### src/rtl/bcd_time_loader.sv
// bcd_time_loader: collects a 14-digit BCD timestamp (Y3..Y0 M1 M0 D1 D0 h1 h0
// m1 m0 s1 s0) one digit per handshake, converts each field to binary, checks
// the ranges and then either strobes the new time onto the field outputs or
// flags the frame as rejected.
// Optional: define BCD_TIME_LOADER_DOM_CHECK_EN to also reject days beyond the
// length of the month (leap years included).
module bcd_time_loader #(
   parameter int NUM_DIGITS = 14,
   parameter int RST_YEAR   = 2000
) (
   input  logic        clk,
   input  logic        rst_n,
   input  logic        digit_valid,
   input  logic [3:0]  digit_in,
   output logic        digit_ready,
   input  logic        abort,
   output logic [5:0]  sec,
   output logic [5:0]  min,
   output logic [4:0]  hour,
   output logic [4:0]  day,
   output logic [3:0]  mon,
   output logic [13:0] year,
   output logic        set_valid,
   output logic        set_err,
   output logic        busy
);

   typedef enum logic [1:0] {ST_IDLE, ST_COLLECT, ST_CHECK} state_t;

   state_t      state_reg;
   logic [3:0]  count_reg;
   logic        bad_digit_reg;
   logic [13:0] year_acc_reg;
   logic [3:0]  mon_acc_reg;
   logic [4:0]  day_acc_reg;
   logic [4:0]  hour_acc_reg;
   logic [5:0]  min_acc_reg;
   logic [5:0]  sec_acc_reg;

   logic        digit_take;
   logic        last_digit;
   logic        frame_ok;
   logic [13:0] mul_src;
   logic [13:0] mul_res;

   // acc*10 + digit using shifts, always evaluated at 14 bits
   function automatic logic [13:0] mul10_add(input logic [13:0] acc, input logic [3:0] d);
      return (acc << 3) + (acc << 1) + {10'd0, d};
   endfunction

   assign digit_take = digit_valid && digit_ready;
   assign last_digit = (count_reg == 4'(NUM_DIGITS - 1));

   // Pick the accumulator the current digit belongs to and form its next value
   always_comb begin
      mul_src = 14'd0;
      case (count_reg)
         4'd0, 4'd1, 4'd2, 4'd3: mul_src = year_acc_reg;
         4'd4, 4'd5:             mul_src = {10'd0, mon_acc_reg};
         4'd6, 4'd7:             mul_src = {9'd0, day_acc_reg};
         4'd8, 4'd9:             mul_src = {9'd0, hour_acc_reg};
         4'd10, 4'd11:           mul_src = {8'd0, min_acc_reg};
         default:                mul_src = {8'd0, sec_acc_reg};
      endcase
      mul_res = mul10_add(mul_src, digit_in);
   end

`ifdef BCD_TIME_LOADER_DOM_CHECK_EN
   logic       leap;
   logic [4:0] dim;
`endif

   // Range check of the assembled frame, evaluated while in CHECK
   always_comb begin
      frame_ok = !bad_digit_reg &&
                 (sec_acc_reg <= 6'd59) && (min_acc_reg <= 6'd59) &&
                 (hour_acc_reg <= 5'd23) &&
                 (day_acc_reg >= 5'd1) && (day_acc_reg <= 5'd31) &&
                 (mon_acc_reg >= 4'd1) && (mon_acc_reg <= 4'd12);
`ifdef BCD_TIME_LOADER_DOM_CHECK_EN
      leap = ((year_acc_reg % 14'd4) == 14'd0 && (year_acc_reg % 14'd100) != 14'd0) ||
             ((year_acc_reg % 14'd400) == 14'd0);
      case (mon_acc_reg)
         4'd4, 4'd6, 4'd9, 4'd11: dim = 5'd30;
         4'd2:                    dim = leap ? 5'd29 : 5'd28;
         default:                 dim = 5'd31;
      endcase
      frame_ok = frame_ok && (day_acc_reg <= dim);
`endif
   end

   // Frame FSM: collect digits, check once, commit or reject, with registered outputs
   always_ff @(posedge clk or negedge rst_n) begin
      if (!rst_n) begin
         state_reg     <= ST_IDLE;
         count_reg     <= 4'd0;
         bad_digit_reg <= 1'b0;
         year_acc_reg  <= 14'd0;
         mon_acc_reg   <= 4'd0;
         day_acc_reg   <= 5'd0;
         hour_acc_reg  <= 5'd0;
         min_acc_reg   <= 6'd0;
         sec_acc_reg   <= 6'd0;
         sec           <= 6'd0;
         min           <= 6'd0;
         hour          <= 5'd0;
         day           <= 5'd1;
         mon           <= 4'd1;
         year          <= 14'(RST_YEAR);
         set_valid     <= 1'b0;
         set_err       <= 1'b0;
         busy          <= 1'b0;
         digit_ready   <= 1'b1;
      end else begin
         set_valid <= 1'b0;
         set_err   <= 1'b0;
         // abort wins over a digit presented in the same cycle; IDLE ignores it
         if (state_reg != ST_IDLE && abort) begin
            state_reg     <= ST_IDLE;
            busy          <= 1'b0;
            digit_ready   <= 1'b1;
         end else begin
            case (state_reg)
               ST_IDLE, ST_COLLECT: begin
                  if (digit_take) begin
                     count_reg <= count_reg + 4'd1;
                     busy      <= 1'b1;
                     if (digit_in > 4'd9)
                        bad_digit_reg <= 1'b1;
                     case (count_reg)
                        4'd0, 4'd1, 4'd2, 4'd3: year_acc_reg <= mul_res;
                        4'd4, 4'd5:             mon_acc_reg  <= mul_res[3:0];
                        4'd6, 4'd7:             day_acc_reg  <= mul_res[4:0];
                        4'd8, 4'd9:             hour_acc_reg <= mul_res[4:0];
                        4'd10, 4'd11:           min_acc_reg  <= mul_res[5:0];
                        default:                sec_acc_reg  <= mul_res[5:0];
                     endcase
                     if (last_digit) begin
                        state_reg   <= ST_CHECK;
                        digit_ready <= 1'b0;
                     end else begin
                        state_reg   <= ST_COLLECT;
                     end
                  end
               end
               default: begin
                  if (frame_ok) begin
                     year      <= year_acc_reg;
                     mon       <= mon_acc_reg;
                     day       <= day_acc_reg;
                     hour      <= hour_acc_reg;
                     min       <= min_acc_reg;
                     sec       <= sec_acc_reg;
                     set_valid <= 1'b1;
                  end else begin
                     set_err   <= 1'b1;
                  end
                  state_reg   <= ST_IDLE;
                  busy        <= 1'b0;
                  digit_ready <= 1'b1;
               end
            endcase
         end
         // Every return to IDLE starts the next frame from a clean slate
         if ((state_reg != ST_IDLE && abort) || (state_reg == ST_CHECK)) begin
            count_reg     <= 4'd0;
            bad_digit_reg <= 1'b0;
            year_acc_reg  <= 14'd0;
            mon_acc_reg   <= 4'd0;
            day_acc_reg   <= 5'd0;
            hour_acc_reg  <= 5'd0;
            min_acc_reg   <= 6'd0;
            sec_acc_reg   <= 6'd0;
         end
      end
   end

endmodule

### config.mk
export PLATFORM = sky130hd
export DESIGN_NAME = bcd_time_loader
export DESIGN_NICKNAME = d
export VERILOG_FILES = /design/src/rtl/bcd_time_loader.sv
export SDC_FILE = /design/constraint.sdc
export NUM_CORES = 1
export LEC_CHECK = 0
export CORE_MARGIN = 3
export CORE_UTILIZATION = 51
export DETAILED_ROUTE_END_ITERATION = 16
export PLACE_DENSITY = 0.84
export SETUP_SLACK_MARGIN = 0.3
export SYNTH_ARGS = -nofsm -noshare
export SYNTH_HDL_FRONTEND = slang
export SYNTH_SLANG_ARGS = --single-unit
### constraint.sdc
create_clock -name clk -period 3.6 [get_ports clk]
set_input_delay 0.72 -clock clk [delete_from_list [all_inputs] [get_ports clk]]
set_output_delay 0.72 -clock clk [all_outputs]
set_load 0.005 [all_outputs]
==> metrics.yaml <==
clock_network:
  numClockSinks: 91
  cts.clk_slew.worst_paths_ps: 90
  cts_max_path_buffers: 2
  htreeDepth: 3
  cts_buffers: 9
  insertion_delay_ps: 370
  cts_root_buf: "clkbuf_8"
  cts_tree: "built"
  hold_buffers: 0
routing:
  viasPerCell: 5.82
  final_antenna_net_count: 0
  drc: 0
  num_vias: 3680
  wire_per_inst_um: 18.4
  drt_iter0_drc: 385
  wl_um: 11600
  firstDrtPassIters: 5
worst_hold_path:
  min_path_type: "in -> async"
floorplanning:
  rows: 34
  initial_core_util_pct: 54.1
  dieWidth_um: 104
  io_pins: 52
  core_area_um2: 8980
  die-height_um: 104
  die_area_um2: 10700
power_and_ir_drop:
  p_leak_uw: 0.00278
  vdd.ir_drop.worst_mv: 0.204
  power.density_nw_per_um2: 306
yosys:
  synth_ff_type: "dfrtp_1"
  synth_area_leader_cell: "dfrtp_1"
  yosysSeqAreaShare_pct: 47.1
  netlist_area_um2: 4860
  synth_edf_count: 0
  yosys_warnings: 0
  synthTopCellsByArea: "dfrtp_1 42%, mux2_4 12%, ha_1 6.7%, dfstp_2 4.9%, nor2_1 3.3%"
  avgSynthCellArea_um2: 11.4
  ys_ff_latch: 91
  ys_types: 52
  yosysTopAreaCellShare_pct: 42.3
  synth_cells: 427
  async_flop_share_pct: 100
  synth.net_count: 463
sta:
  slew_violations: 0
  holdWs_ps: 329
  rsz0062_at_grt: "yes"
  period_minus_slack_ps: 3600
  relSlewSlack_pct: 49.2
  fmax_mhz: 278
  skew_ps: 13.3
  fin_tns_setup_ps: 0
  hold_viol: 0
  setup_viol: 0
  fin_crit_sh_pct: 99.9
  worst_pin_slew_ps: 755
critical_path:
  crit_end: "year_acc_reg[12]"
  critPathArrivalTime_ps: 3830
  worstSetupStartpointType: "flip-flop"
  critPathRequiredTime_ps: 3840
  rrSetupSlack_ps: 5
  crit_path_start: "count_reg[1]"
  r2r_cells: 17
  r2r-start: "count_reg[1]"
  path_max_fanout: 6
  r2r_end: "year_acc_reg[12]"
  path_class: "reg -> reg"
  cp-end-kind: "flip-flop"
cells_and_area:
  diodes: 0
  postLayoutCoreUtil_pct: 67.1
  syn_to_final_growth_pct: 24.0
  nFillCells: 628
  multi_input_area_um2: 2560
  drive_above_1_share_pct: 26.9
  regArea_um2: 2290
  nets: 537
placed_design:
  gp_congestion: 0.873
  hpwlAfterDp_um: 8070
  io_buffers: 51
grt:
  grt_pass1_vias: 3694
  grt_pass1_wl_um: 19000
  grt_max_degree: 43
  gr-total-overflow: 0
  antenna_found_initial: 0
  grt_usage_pct: 21.9
run_status:
  status: "finished clean"
flow_run:
  max_cap_viol_count: 0
worst max-delay path, stage by stage (launching register included):
cell       delay, ps
dfrtp_1          370
inv_2             60
ha_2             200
or2_4            270
a21o_1           190
a222oi_1         310
o21ai_1          160
o21a_1           160
ha_1             300
ha_2             200
inv_2             50
fa_2             370
nand2b_4         170
a21oi_4          160
o2111ai_2        130
and3_1           170
o21ai_1          120
a21oi_1           70
power breakdown:
group          total (µW)  switching [µW]  internal [µW]  leakage (µW)
Combinational        42.3            30.7           11.6       0.00144
Clock                 777             378            400      0.000109
Sequential           1020               0           1020       0.00123
Total                1840             408           1430       0.00278
timing repair:
action / 4_1_cts / 5_1_grt
setup buffers: 14 / 3
endpoints found under the setup margin: 16 / 16
pin swaps: 13 / 13
gates resized for setup: 12 / 15
worst min path at each step:
stage | startpoint | end | slack [ps] | cells past startpoint
final | rst_n | min[1] | 330 | 1
after global routing | rst_n | min[1] | 360 | 1
after CTS | rst_n | min[1] | 340 | 1
after detailed placement | busy | busy | 490 | 2
after global placement | busy | busy | 480 | 2
after floorplan | rst_n | bad_digit_reg | 420 | 0
cells by family (layout without fill, tap and decap cells):
group	Yosys count	in the layout	synth area share, %
and+or+nand+nor	124	124	12.8
DFF	91	91	47.1
AOI/OAI and AO/OA	84	84	10.9
muxes	59	59	16.3
adders and majority gates	28	28	7.52
buffers and inverters	28	107	3.01
xor gates and xnor gates	13	13	2.34
cells in the final DEF (no fill, tap or decap), types with 3 or more instances in the layout:
| cell | count |
|---|---|
| dfrtp_1 | 81 |
| clkdlybuf4s50_1 | 50 |
| nor2_1 | 42 |
| mux2_4 | 39 |
| nand2_1 | 33 |
| buf_4 | 27 |
| a21oi_1 | 23 |
| ha_1 | 18 |
| mux2i_1 | 16 |
| clkbuf_8 | 9 |
| dfstp_2 | 9 |
| nand3_1 | 8 |
| o21ai_0 | 8 |
| a21o_1 | 8 |
| and2_1 | 7 |
| inv_1 | 6 |
| nor2b_1 | 6 |
| o21ai_1 | 6 |
| a21oi_2 | 6 |
| a211oi_1 | 6 |
| ha_2 | 6 |
| inv_2 | 5 |
| nand4_1 | 5 |
| xor2_1 | 5 |
| xnor2_1 | 5 |
| a31oi_1 | 4 |
| a22oi_1 | 4 |
| mux2_2 | 4 |
| nor3_1 | 4 |
| o21a_1 | 3 |
through the flow:
| step | power (µW) | worst slack, ps | area [µm²] | instances |
|---|---|---|---|---|
| floorplan | 1050 | 220 | 4900 | 427 |
| finish | 1840 | 4.66 | 6020 | 632 |
| global route | 1890 | -99.2 | 6020 | 632 |
| detailed placement | 1080 | 19.4 | 5560 | 599 |
| CTS | 1850 | 121 | 5950 | 629 |
| global placement | 1080 | 181 | 5560 | 599 |
routing by layer:
metal  global-route usage, %  wire length [µm]  vias to the layer above
met2                    35.3              5570                      181
met3                    4.85               794                       36
met5                       0                 0                        -
met4                    8.07               265                        0
met1                    29.1              5010                     1796
li1                        -                 -                     1667
cell usage after synthesis, drive strengths merged (5+ instances only):
cell / count
and2: 8
dfrtp: 82
buf: 9
nand2: 33
xnor2: 7
mux2: 43
ha: 26
nand4: 5
nand3: 9
dfstp: 9
xor2: 6
o21ai: 14
nor3: 5
a21oi: 30
nor2b: 6
a211oi: 7
clkbuf: 8
nor2: 44
mux2i: 16
a21o: 8
inv: 11
final cells by class:
type	instances	area share (%)
sequential	91	38.0
clock buffer	10	2.12
tap	126	2.62
multi-input combinational	308	42.6
inverter	11	0.686
timing repair buffer	80	12.4
clock inverter	6	1.60
Power figures use the tool's default switching activity.
==> RTL edit, RTL diff (config.mk and constraints unchanged) <==
Re-encode `state_t` (3 states) as one-hot, 3 bits wide.
--- a/src/rtl/bcd_time_loader.sv
+++ b/src/rtl/bcd_time_loader.sv
@@ -25,7 +25,7 @@
    output logic        busy
 );
 
-   typedef enum logic [1:0] {ST_IDLE, ST_COLLECT, ST_CHECK} state_t;
+   typedef enum logic [2:0] {ST_IDLE = 3'b001, ST_COLLECT = 3'b010, ST_CHECK = 3'b100} state_t;
 
    state_t      state_reg;
    logic [3:0]  count_reg;
Check against the original RTL: no difference found for any inputs over 10 cycles, from zero or initial values and one cycle with rst_n low; not proved beyond that.
==> RTL edit against the unedited design <==
Area after synthesis is 2.8% lower; sequential cell count up 1; routed wire length down 3.1%; non-clock buffer count shrank 12; sequential share of layout area increased by 2.3 points; worst setup slack gained 150 ps; cell area is 4.6% lower; global-route usage up 1.0 points.
Power is not compared: it rests on default switching activity, and its combinational part moved more than twofold at a synthesized area within 25%.
==> RTL edit: results (changes against the unedited design) <==
metric,value,unit,change
via density per instance,5.983,,+2.8%
Area Overhead vs Synth,21.74,%,
post-synthesis xor/xnor area fraction,0.02042,,-0.003029
highest attainable clock frequency,0.2901,GHz,+4.3%
"Data arrival, critical path",3730,ps,-100 ps
clk cell area share,0.03442,,-0.002776
Worst Max-Slew Pin Slew,887.3,ps,+132.7 ps
gr usage total,0.2287,,+0.01008
fraction of cell area in non-clock buffers,0.1135,,-0.01035
HPWL Detailed,8035,µm,-0.44%
"Largest delay share family, worst path",adder cells,,
largest fanout on the critical path,8,,+2
non-clock inverter total of the final layout,12,,+1
fraction of final layout cells sized beyond drive strength 1,0.2531,,-0.01566
part of the Yosys area used for sequential elements,0.4906,,+0.01932
final hold slack,451.6,ps,+122.7 ps
flop2flop setup slack,150,ps,+150 ps
worst clock skew,14.01,ps,+0.7551 ps
fillcell total,682,,+8.6%
CP endpoint,year_acc_reg[4],,
Post-synth top cells,"sky130_fd_sc_hd__dfrtp_1, sky130_fd_sc_hd__nor2_1, sky130_fd_sc_hd__mux2_2",,
worst setup slack before clock tree synthesis,83.75,ps,+64.34 ps
total number of vias,3530,,-4.1%
detailed-router iteration count before antenna repair,4,,-1
pin count of the biggest net entering global routing,71,,+65%
run status,completed,,
==> RTL edit: cell count changes after synthesis, sizes merged, moves of 4 or more <==
| cell | delta |
|---|---|
| o2111a | +4 |
| nand3 | -4 |
| a21oi | -15 |
| a22o | +6 |
| mux2i | +4 |
| a221o | +8 |
| nor2b | -5 |
| a21o | -6 |
==> RTL edit: timing repair <==
action,in CTS,in global routing
setup buffers,6,2
pin swaps,12,10
setup endpoints to repair,13,16
endpoints found under the hold margin,0,0
hold buffers,0,0
resized for setup,12,13
==> RTL edit: per-layer routing <==
metal	wire length (µm)	part of all wire	track usage	vias to the layer above
met2	5754	0.51	0.3888	112
met1	4693	0.42	0.2901	1777
met4	208	0.018	0.08880	0
met5	0	0	0	-
met3	620	0.055	0.04300	20
li1	-	-	-	1621
